File: src/rtl/atm_prompt_tx.sv
// Prompt transmitter: detects ATM controller state/EXIT changes and streams
// CR LF + prompt text (+ BCD balance digits) over a valid/ready byte interface.
module atm_prompt_tx #(
   parameter int DIGITS  = 4,
   parameter int MAX_LEN = 9
) (
   input  logic                  clk,
   input  logic                  rst,
   input  logic [15:0]           current_state,
   input  logic [3:0]            status_code,
   input  logic [4*DIGITS-1:0]   value,
   input  logic                  tx_ready,
   output logic [7:0]            tx_data,
   output logic                  tx_valid,
   output logic                  busy
);

   localparam int TW = 8 * MAX_LEN;
   localparam int LW = $clog2(MAX_LEN + 1);
   localparam int DW = (DIGITS > 1) ? $clog2(DIGITS) : 1;

   localparam logic [3:0] EXIT_CODE   = 4'b0111;
   localparam logic [4:0] ID_SHOW_BAL = 5'd4;
   localparam logic [4:0] ID_BYE      = 5'd16;
   localparam logic [4:0] ID_UNK      = 5'd17;

   typedef enum logic [2:0] {S_WAIT, S_CR, S_LF, S_TEXT, S_DIG} state_t;

   state_t              state_reg;
   logic [15:0]         prev_state_reg;
   logic [3:0]          prev_status_reg;
   logic                st_chg_reg;
   logic                exit_evt_reg;
   logic                pending_reg;
   logic                pending_bye_reg;
   logic [4:0]          msg_id_reg;
   logic [LW-1:0]       idx_reg;
   logic [DW-1:0]       dig_idx_reg;
   logic [4*DIGITS-1:0] value_reg;
   logic [7:0]          tx_data_reg;
   logic                tx_valid_reg;
   logic                busy_reg;

   logic [TW-1:0]       text;
   logic [LW-1:0]       len;
   logic [7:0]          dig_ascii [DIGITS];

   // Message id is the one-hot bit position; anything not one-hot gets "?".
   function automatic logic [4:0] msg_of(input logic [15:0] s);
      logic [4:0] id;
      id = ID_UNK;
      if ($onehot(s)) begin
         for (int k = 0; k < 16; k++) begin
            if (s[k]) id = 5'(k);
         end
      end
      return id;
   endfunction

   function automatic logic [7:0] ascii_of(input logic [3:0] n);
      return (n <= 4'd9) ? (8'h30 + {4'h0, n}) : 8'h3F;
   endfunction

   // Text is right-aligned in the ROM word, so byte i sits (len-1-i) bytes up.
   function automatic logic [7:0] char_at(input logic [TW-1:0] t,
                                          input logic [LW-1:0] l,
                                          input logic [LW-1:0] i);
      logic [TW-1:0] s;
      s = '0;
      if (i < l) s = t >> (8 * (l - i - LW'(1)));
      return s[7:0];
   endfunction

   always_comb begin
      text = TW'("?");
      len  = LW'(1);
      case (msg_id_reg)
         5'd0:  begin text = TW'("ATM");       len = LW'(3); end
         5'd1:  begin text = TW'("ACCT:");     len = LW'(5); end
         5'd2:  begin text = TW'("PIN:");      len = LW'(4); end
         5'd3:  begin text = TW'("B C W T:");  len = LW'(8); end
         5'd4:  begin text = TW'("BAL ");      len = LW'(4); end
         5'd5:  begin text = TW'("CONV");      len = LW'(4); end
         5'd6:  begin text = TW'("FROM 1-5:"); len = LW'(9); end
         5'd7:  begin text = TW'("TO 1-5:");   len = LW'(7); end
         5'd8:  begin text = TW'("WDRW");      len = LW'(4); end
         5'd9:  begin text = TW'("AMT:");      len = LW'(4); end
         5'd10: begin text = TW'("XFER");      len = LW'(4); end
         5'd11: begin text = TW'("CUR 1-5:");  len = LW'(8); end
         5'd12: begin text = TW'("AMT:");      len = LW'(4); end
         5'd13: begin text = TW'("ERR");       len = LW'(3); end
         5'd14: begin text = TW'("OK");        len = LW'(2); end
         5'd16: begin text = TW'("BYE");       len = LW'(3); end
         default: begin text = TW'("?");       len = LW'(1); end
      endcase
   end

   generate
      for (genvar gi = 0; gi < DIGITS; gi++) begin : g_dig
         assign dig_ascii[gi] = ascii_of(value_reg[4*(DIGITS-1-gi) +: 4]);
      end
   endgenerate

   always_ff @(posedge clk) begin
      if (rst) begin
         state_reg       <= S_WAIT;
         prev_state_reg  <= 16'h0000;
         prev_status_reg <= 4'h0;
         st_chg_reg      <= 1'b0;
         exit_evt_reg    <= 1'b0;
         pending_reg     <= 1'b0;
         pending_bye_reg <= 1'b0;
         msg_id_reg      <= ID_UNK;
         idx_reg         <= '0;
         dig_idx_reg     <= '0;
         value_reg       <= '0;
         tx_data_reg     <= 8'h00;
         tx_valid_reg    <= 1'b0;
         busy_reg        <= 1'b0;
      end else begin
         prev_state_reg  <= current_state;
         prev_status_reg <= status_code;
         st_chg_reg      <= (current_state != prev_state_reg);
         exit_evt_reg    <= (status_code == EXIT_CODE) && (prev_status_reg != EXIT_CODE);

         // Events during a message are deferred; only the latest screen is sent.
         if (state_reg != S_WAIT) begin
            if (st_chg_reg || exit_evt_reg) pending_reg <= 1'b1;
            if (exit_evt_reg) pending_bye_reg <= 1'b1;
         end

         case (state_reg)
            S_WAIT: begin
               if (exit_evt_reg || st_chg_reg || pending_reg) begin
                  msg_id_reg      <= (exit_evt_reg || pending_bye_reg) ? ID_BYE
                                                                       : msg_of(prev_state_reg);
                  pending_reg     <= 1'b0;
                  pending_bye_reg <= 1'b0;
                  tx_data_reg     <= 8'h0D;
                  tx_valid_reg    <= 1'b1;
                  busy_reg        <= 1'b1;
                  state_reg       <= S_CR;
               end
            end
            S_CR: begin
               if (tx_ready) begin
                  tx_data_reg <= 8'h0A;
                  state_reg   <= S_LF;
               end
            end
            S_LF: begin
               if (tx_ready) begin
                  idx_reg     <= '0;
                  tx_data_reg <= char_at(text, len, '0);
                  state_reg   <= S_TEXT;
               end
            end
            S_TEXT: begin
               if (tx_ready) begin
                  if (idx_reg == len - LW'(1)) begin
                     if (msg_id_reg == ID_SHOW_BAL) begin
                        value_reg   <= value;
                        dig_idx_reg <= '0;
                        tx_data_reg <= ascii_of(value[4*DIGITS-1 -: 4]);
                        state_reg   <= S_DIG;
                     end else begin
                        tx_valid_reg <= 1'b0;
                        busy_reg     <= 1'b0;
                        state_reg    <= S_WAIT;
                     end
                  end else begin
                     idx_reg     <= idx_reg + LW'(1);
                     tx_data_reg <= char_at(text, len, idx_reg + LW'(1));
                  end
               end
            end
            S_DIG: begin
               if (tx_ready) begin
                  if (dig_idx_reg == DW'(DIGITS - 1)) begin
                     tx_valid_reg <= 1'b0;
                     busy_reg     <= 1'b0;
                     state_reg    <= S_WAIT;
                  end else begin
                     dig_idx_reg <= dig_idx_reg + DW'(1);
                     tx_data_reg <= dig_ascii[dig_idx_reg + DW'(1)];
                  end
               end
            end
            default: state_reg <= S_WAIT;
         endcase
      end
   end

   assign tx_data  = tx_data_reg;
   assign tx_valid = tx_valid_reg;
   assign busy     = busy_reg;

endmodule

File: config.mk
export PLATFORM = sky130hd
export DESIGN_NAME = atm_prompt_tx
export DESIGN_NICKNAME = d
export VERILOG_FILES = /design/src/rtl/atm_prompt_tx.sv
export SDC_FILE = /design/constraint.sdc
export NUM_CORES = 1
export LEC_CHECK = 0
export ABC_AREA = 0
export CORE_ASPECT_RATIO = 1.2
export CORE_MARGIN = 4
export CORE_UTILIZATION = 64
export CTS_CLUSTER_DIAMETER = 150
export DETAILED_ROUTE_END_ITERATION = 16
export DONT_BUFFER_PORTS = 1
export PLACE_DENSITY = 0.8
export SYNTH_ARGS = -nofsm -noshare
export SYNTH_HDL_FRONTEND = slang
export SYNTH_SLANG_ARGS = --single-unit
File: constraint.sdc
create_clock -name clk -period 6.05 [get_ports clk]
set_input_delay 1.5125 -clock clk [delete_from_list [all_inputs] [get_ports clk]]
set_output_delay 1.5125 -clock clk [all_outputs]
set_load 0.02 [all_outputs]
==> results of run 1 <==
through the flow:
step / hold slack (ns) / total power [W] / cell area, µm² / cells
2_1_floorplan: 0.409 / 0.00160 / 6310 / 719
3_3_place_gp: 0.438 / 0.00177 / 6300 / 805
3_5_place_dp: 0.442 / 0.00179 / 6300 / 805
4_1_cts: 0.466 / 0.00238 / 6610 / 821
5_1_grt: 0.487 / 0.00253 / 6620 / 821
6_report: 0.458 / 0.00240 / 6620 / 821
worst reg2reg max path, stage by stage (launching register included):
cell,delay [ns]
dfxtp_1,0.44
inv_1,0.10
fa_1,0.53
inv_1,0.05
fa_1,0.47
fa_1,0.54
inv_1,0.05
fa_1,0.47
inv_1,0.04
ha_1,0.20
fa_1,0.44
nor4b_2,0.41
nand3_1,0.16
o31a_1,0.44
nor2_2,0.30
inv_1,0.19
ha_1,0.34
o32a_1,0.38
nor2_1,0.08
cell usage after synthesis, types with 14 or more instances:
cell,instances
mux2i_1,30
nand3_1,14
nor2b_1,27
dfxtp_1,101
xnor2_1,21
mux4_2,14
nor2_1,86
o21ai_0,31
a21oi_1,38
ha_1,25
clkbuf_1,23
inv_1,46
nor3_1,17
nand2_1,45
final timing paths:
kind	start	endpoint	depth (start not counted)
hold / removal	prev_status_reg[0]	exit_evt_reg	1
setup / recovery	prev_state_reg[5]	text[18]	18
hold reg to reg	prev_status_reg[0]	exit_evt_reg	1
setup reg to reg	prev_state_reg[5]	text[18]	18
timing repair:
action,CTS,global route
gates resized for setup,0,3
endpoints found under the hold margin,0,0
setup buffers,0,0
endpoints found under the setup margin,0,18
where the power goes:
group | internal [W] | leakage, nW | switching, W
clock | 0.000329 | 0.153 | 0.000268
combinational | 0.000364 | 1.71 | 0.000574
sequential | 0.000746 | 0.823 | 0.000116
area by class of cell:
class                   count  area [µm²]
multi-input cells         528        3910
fillers                   779        2950
flip-flops and latches    101        2020
clock buffers               9         225
inverters                  47         176
well taps                 123         154
clock inverters             7        81.3
repair buffers              6        45.0
kinds of logic (layout without fill, tap and decap cells):
family	Yosys count	count (layout)	share of synthesized area [%]
other	1	1	0.0594
flip-flops	101	101	32.0
AO/OA/AOI/OAI	166	166	18.9
AND/OR/NAND/NOR	247	247	19.4
multiplexers	47	47	10.3
XOR/XNOR	31	31	4.66
buffers and inverters	90	69	6.15
adder cells (fa/ha/maj)	36	36	8.45
metal layers:
| layer | up-vias | GRT usage (%) | share of wire, % |
|---|---|---|---|
| met4 | 0 | 9.56 | 3.0 |
| li1 | 2508 | - | - |
| met5 | - | 0 | 0 |
| met2 | 156 | 46.8 | 49 |
| met1 | 2526 | 34.7 | 43 |
| met3 | 34 | 5.04 | 5.0 |
==> results_dict.tcl, run 1 <==
set metrics [dict create \
    ys_seq_area_share_pct 32.0 \
    rsz0062_at_grt "false" \
    numCtsBuffers 9 \
    vias_per_cell 6.36 \
    largest_register_ff_count 36 \
    ys_top_cells_by_area "dfxtp_1 (32%), nor2_1 (5.1%), mux4_2 (5.0%)" \
    cp_slowest_cell "fa_1" \
    worst-path-buf-inv 5 \
    gr-total-overflow 0 \
    start_kind "flop" \
    die_w_um 98.7 \
    setup_tns_ns 0 \
    drc_errors 0 \
    power_density_nw_per_um2 362 \
    boundaryPins 49 \
    drt-initial-drc-count 285 \
    min_path_type "reg2reg" \
    mostFrequentLayoutCell "dfxtp_1" \
    yosysTopAreaCell "dfxtp_1" \
    drive_gt1_share_pct 8.74 \
    synth_cell_types 77 \
    synth_cells 719 \
    die_area_um2 11500 \
    clk_latency_ns 0.34 \
    status "completed" \
    grt_pass1_wl_mm 25.5 \
    cpLargestDelayFamily "adder cells" \
    dp_worst_setup_slack_ns 0.232 \
    gp_congestion 0.926 \
    timing.final.ws_setup_ns 0.349 \
    syn-num-nets 794 \
    rrSetupSlack_ns 0.35 \
    crit_arrival_ns 5.97 \
    synth_edf_count 0 \
    grt_start_max_net_pins 69 \
    fp.dieH_um 117 \
    synth_top_area_share_pct 32.0 \
    cts.clk_slew.worst_paths_ns 0.07 \
    clockRootBuffer "clkbuf_16" \
    fp.coreArea_um2 9560 \
    synth_ff_type "dfxtp_1" \
    ys_ff_latch 101 \
    antenna_left 0 \
    synthToLayoutAreaGrowth_pct 4.82 \
    n_antenna_cell 0 \
    synthArstFlopShare_pct 0 \
    path_class "reg2reg" \
    via_count 5224 \
    track_usage_pct 27.2 \
    wire_per_inst_um 19.0 \
    slowest_delay_ns 0.54 \
    cts_buffer_depth 2 \
    peakVddDrop_mv 0.259 \
    critPathRequiredTime_ns 6.32 \
    rows 39 \
    finalMaxSlewViolations 0 \
    layout_common_cells "dfxtp_1 (101), nor2_1 (85), inv_1 (46), nand2_1 (45), a21oi_1 (38)" \
    yosys_warnings 0 \
    p_leak_nw 2.68 \
    cts.sinks 101 \
    grt_pass1_vias 5003 \
    fin_crit_sh_pct 94.2 \
    drv_cap 0 \
    cp-end-kind "flop" \
    finalWirelength_mm 15.6 \
    ctsHoldBuffers 0 \
    cts_tree "built" \
    initial_core_util_pct 66.0 \
    finalSetupViolCount 0 \
    crit_chain "inv_1 > fa_1 > inv_1 > fa_1 > fa_1 > inv_1 > fa_1 > inv_1 > ha_1 > fa_1 > nor4b_2 > nand3_1 > o31a_1 > nor2_2 > inv_1 > ha_1 > o32a_1 > nor2_1" \
    utilization_pct 69.2 \
    hold_violations 0 \
    dp_hpwl_mm 11.6 \
    max_freq_ghz 0.175 \
    crit_fanout 11 \
    synth.avg_cell_area_um2 8.78 \
    drtPass1Iterations 5 \
    period_minus_slack_ns 5.70 \
    slew_headroom_pct 43.0 \
    worst_slew_pin_slew_ns 0.855 \
    antenna_found_initial 0 \
    clock_skew_ns 0.00646 \
    fin_nets 768 \
    syn_area_um2 6310 \
    htree_levels 3 \
    io_buffers 0 \
]
(Power assumes the default switching activity.)
==> inputs of run 2 (changes only) <==
- RECOVER_POWER: default -> 100
==> run 2 against run 1 <==
Net effect: design area decreased by 0.57%; worst setup slack improved by 0.0076 ns; sequential power about the same; fmax rose by 0.13%; via count grew 0.98%; clock power about the same; clock-buffer cell count unchanged; clock skew hardly changed; worst hold slack about the same; sequential share of layout area is 0.17 points higher; register-to-register slack is essentially flat; non-clock buffer count did not move; highest routed layer unchanged.
==> results_dict.tcl, run 2 (synthesis results as in run 1) <==
set metrics [dict create \
    layout_common_cells "dfxtp_1 (101), nor2_1 (85), inv_1 (47), nand2_1 (45), a21oi_1 (38)" \
    setup_tns_ns 0 \
    combPwrFrac_pct 38.7 \
    dp_hpwl_mm 11.6 \
    rr_worst_depth 18 \
    crit_arrival_ns 5.97 \
    numCtsBuffers 9 \
    switchingPower_w 0.000948 \
    finalWirelength_mm 15.7 \
    power_frac_clock_pct 25.1 \
    critPathRequiredTime_ns 6.32 \
    ctsHoldBuffers 0 \
    worst_slew_pin_slew_ns 1.18 \
    n_antenna_cell 0 \
    antenna_left 0 \
    r2r_end "text[18]" \
    cts.sinks 101 \
    hold_violations 0 \
    largest_register_ff_count 36 \
    slew_headroom_pct 21.4 \
    period_minus_slack_ns 5.69 \
    wire_per_inst_um 19.1 \
    power_density_nw_per_um2 362 \
    gr-total-overflow 0 \
    clock_skew_ns 0.00637 \
    whs_endpoint "exit_evt_reg" \
    mostFrequentLayoutCell "dfxtp_1" \
    min_path_type "reg2reg" \
    boundaryPins 49 \
    vias_per_cell 6.43 \
    fin_nets 768 \
    r2r-start "prev_state_reg[5]" \
    track_usage_pct 27.2 \
    p_seq_share_pct 36.2 \
    fillers 789 \
    finalMaxSlewViolations 0 \
    wl_met2_mm 7.64 \
    cts.clk_slew.worst_paths_ns 0.07 \
    synthToLayoutAreaGrowth_pct 4.22 \
    design_area_um2 6580 \
    gp_congestion 0.926 \
    whs_ns 0.458 \
    cts_buffer_depth 2 \
    die_area_um2 11500 \
    grt_pass1_vias 5003 \
    switching_share_pct 39.8 \
    clockRootBuffer "clkbuf_16" \
    min_path_cells 1 \
    timing.final.ws_setup_ns 0.357 \
    initial_core_util_pct 66.0 \
    rrSetupSlack_ns 0.36 \
    drt-initial-drc-count 294 \
    status "completed" \
    p_leak_nw 2.67 \
    drv_cap 0 \
    clk_latency_ns 0.34 \
    htree_levels 3 \
    rows 39 \
    drive_gt1_share_pct 7.74 \
    fp.dieH_um 117 \
    start_kind "flop" \
    cts_tree "built" \
    cp-end-kind "flop" \
    hp-start "prev_status_reg[0]" \
    via_count 5275 \
    max_freq_ghz 0.176 \
    placed_area_um2 6300 \
    wl_met3_um 912 \
    regArea_um2 2020 \
    rsz0062_at_grt "false" \
    fin_crit_sh_pct 94.1 \
    crit_fanout 11 \
    multiInputGateArea_um2 3880 \
    antenna_found_initial 0 \
    fp.coreArea_um2 9560 \
    path_class "reg2reg" \
    grt_start_max_net_pins 69 \
    drc_errors 0 \
    peakVddDrop_mv 0.242 \
    utilization_pct 68.8 \
    finalSetupViolCount 0 \
    wl_met1_mm 6.68 \
    p_int_w 0.00143 \
    io_buffers 0 \
    drtPass1Iterations 4 \
    die_w_um 98.7 \
    dp_worst_setup_slack_ns 0.232 \
    grt_pass1_wl_mm 25.5 \
    highest_layer "met4" \
]
run 2: changes by cell type in the layout (fill, tap and decap cells not counted), sizes merged:
cell,before,now
buf,6,3
clkbuf,9,12
run 2: critical path, cell delays in order (launching register included):
cell and delay, ns:
dfxtp_1 0.44, inv_1 0.09, fa_1 0.53, inv_1 0.05, fa_1 0.48, fa_1 0.54
inv_1 0.05, fa_1 0.47, inv_1 0.04, ha_1 0.20, fa_1 0.44, nor4b_2 0.41
nand3_1 0.16, o31a_1 0.44, nor2_2 0.29, inv_1 0.18, ha_1 0.34, o32a_1 0.38
nor2_1 0.08
run 2: per-stage QoR:
step	power [W]	instances
floorplan	0.00160	719
global placement	0.00177	805
detailed placement	0.00179	805
CTS	0.00238	821
global route	0.00251	821
finish	0.00238	821
run 2: worst max-delay path by stage:
stage                      start  endpoint  slack [ns]  depth (start not counted)
2_1_floorplan  prev_state_reg[5]  text[14]        0.55                         21
3_3_place_gp   prev_state_reg[5]  text[22]        0.45                         18
3_5_place_dp   prev_state_reg[5]  text[22]        0.23                         18
4_1_cts        prev_state_reg[5]  text[22]        0.17                         18
5_1_grt        prev_state_reg[5]  text[48]        0.07                         18
6_report       prev_state_reg[5]  text[18]        0.36                         18
run 2: power by group through the flow:
stage                     sequential (W)  combinational, W  clock, W
after floorplan                 0.000825          0.000778         0
after global placement          0.000869          0.000898         0
after detailed placement        0.000876          0.000917         0
after CTS                       0.000860          0.000923  0.000602
after global routing            0.000871           0.00102  0.000624
final                           0.000862          0.000920  0.000598
run 2: cell type report:
type	instances	area share [%]
multi-input cells	528	59.1
repair buffers	6	0.514
clock inverters	7	1.24
well taps	123	2.34
inverters	47	2.68
flip-flops and latches	101	30.7
clock buffers	9	3.42
run 2: what timing repair did:
item / CTS / global route
resized for setup: 0 / 3
buffers inserted: 0 / 0
setup endpoints to repair: 0 / 18
hold endpoints to repair: 0 / 0
run 2: metal layers:
layer	global-route usage, %	vias to the layer above
li1	-	2508
met1	34.7	2551
met2	46.8	185
met3	5.04	31
met4	9.56	0
met5	0	-
==> inputs of run 3 (changes only) <==
- CORE_UTILIZATION: 64 -> 69
- PLACE_DENSITY: 0.8 -> 0.85
- clock period: 6.05 -> 7.3 ns (I/O delays scaled with it)
==> run 3 against run 2 <==
Net effect: non-clock buffer count fell by 5; wire length decreased by 4.9%; sequential share of layout area up 0.62 points; register-to-register slack improved by 0.76 ns; clock skew is 0.0084 ns higher; highest routed layer unchanged; die area down 6.7%; critical path type unchanged.
==> results_dict.tcl, run 3 (synthesis results as in run 1) <==
set metrics [dict create \
    status "completed" \
    clockRootBuffer "clkbuf_8" \
    boundaryPins 49 \
    antenna_found_initial 0 \
    p_seq_share_pct 38.4 \
    path_class "reg2reg" \
    crit_arrival_ns 6.43 \
    regArea_um2 2020 \
    slew_headroom_pct 20.4 \
    switching_share_pct 41.9 \
    grt_pass1_wl_mm 25.1 \
    ctsHoldBuffers 0 \
    dp.cells 794 \
    hold_violations 0 \
    layout_common_cells "dfxtp_1 (101), nor2_1 (86), inv_1 (46), nand2_1 (45), a21oi_1 (38)" \
    initial_core_util_pct 72.1 \
    fin_crit_sh_pct 84.7 \
    via_count 5279 \
    crit_chain "inv_1 > fa_1 > inv_1 > fa_1 > fa_1 > inv_1 > fa_1 > inv_1 > ha_1 > fa_1 > nor4b_1 > nand3_1 > o31a_1 > nor2_1 > inv_1 > ha_1 > o211ai_1 > a21oi_1" \
    max_freq_ghz 0.162 \
    finalWirelength_mm 14.9 \
    cts_buffer_depth 2 \
    n_antenna_cell 0 \
    antenna_left 0 \
    io_buffers 0 \
    multiInputGateArea_um2 3880 \
    worst_slew_pin_slew_ns 1.19 \
    gp_congestion 0.967 \
    drtPass1Iterations 5 \
    grt_pass1_vias 5101 \
    power_frac_clock_pct 21.0 \
    drive_gt1_share_pct 6.93 \
    cts.clk_slew.worst_paths_ns 0.11 \
    critPathRequiredTime_ns 7.55 \
    dp_worst_setup_slack_ns 1.41 \
    peakVddDrop_mv 0.216 \
    clk_latency_ns 0.39 \
    worst-path-buf-inv 5 \
    timing.final.ws_setup_ns 1.12 \
    crit_fanout 11 \
    gr-total-overflow 0 \
    finalSetupViolCount 0 \
    r2r-start "prev_state_reg[5]" \
    startpoint "prev_state_reg[5]" \
    cp-end-kind "flop" \
    drc_errors 0 \
    fp.coreArea_um2 8750 \
    htree_levels 3 \
    design_area_um2 6450 \
    drt-initial-drc-count 378 \
    largest_register_ff_count 36 \
    fillers 677 \
    die_w_um 95.3 \
    finalMaxSlewViolations 0 \
    rows 37 \
    wire_per_inst_um 18.4 \
    track_usage_pct 29.2 \
    setup_tns_ns 0 \
    p_leak_nw 2.61 \
    dp_hpwl_mm 11.3 \
    vias_per_cell 6.52 \
    cts_tree "built" \
    min_path_type "reg2reg" \
    mostFrequentLayoutCell "dfxtp_1" \
    slowest_delay_ns 0.57 \
    start_kind "flop" \
    switchingPower_w 0.000773 \
    synthToLayoutAreaGrowth_pct 2.16 \
    combPwrFrac_pct 40.6 \
    power_density_nw_per_um2 287 \
    numCtsBuffers 9 \
    die_area_um2 10700 \
    p_int_w 0.00107 \
    rsz0062_at_grt "false" \
    postCtsResizedCells 0 \
    period_minus_slack_ns 6.18 \
    fin_nets 763 \
    fin_cells 810 \
    cpLargestDelayFamily "adder cells" \
    clock_skew_ns 0.0147 \
    drv_cap 0 \
    hp-start "prev_status_reg[0]" \
    grt_start_max_net_pins 69 \
    post_cts_buffers 0 \
    fp.dieH_um 113 \
    placed_area_um2 6250 \
    cp_slowest_cell "nor4b_1" \
    cts.sinks 101 \
]
==> run 3: path summary, 6_finish.rpt <==
kind	endpoint	slack, ns	cells past startpoint
max	len[2]	1.12	18
min	exit_evt_reg	0.47	1
max reg2reg	len[2]	1.12	18
min reg2reg	exit_evt_reg	0.47	1
==> run 3: cell type report <==
type | instances | area share, %
timing repair buffer | 1 | 0.0582
inverter | 47 | 2.74
tap | 117 | 2.27
sequential | 101 | 31.4
clock buffer | 9 | 1.92
clock inverter | 7 | 1.44
multi-input combinational | 528 | 60.2
==> run 3: stage by stage <==
| stage | hold WS, ns | total power [W] | util, % |
|---|---|---|---|
| after floorplan | 0.409 | 0.00133 | - |
| after global placement | 0.429 | 0.00145 | 71.5 |
| after detailed placement | 0.448 | 0.00147 | 71.5 |
| after CTS | 0.483 | 0.00185 | 73.9 |
| after global routing | 0.502 | 0.00196 | 73.7 |
| final | 0.475 | 0.00185 | 73.7 |
==> run 3: power by group through the flow <==
stage	registers [W]	clock network, W	logic (W)
final	0.000710	0.000388	0.000749
after floorplan	0.000684	0	0.000645
after global routing	0.000721	0.000415	0.000826
after detailed placement	0.000723	0	0.000744
after CTS	0.000710	0.000390	0.000747
after global placement	0.000720	0	0.000730
==> run 3: layer usage <==
metal  track usage, %  vias to the layer above  share of wire (%)
met4             11.7                        0                2.7
met3             4.79                       40                6.3
met1             38.1                     2519                 43
met5                0                        -                  0
met2             47.8                      210                 48
li1                 -                     2510                  -
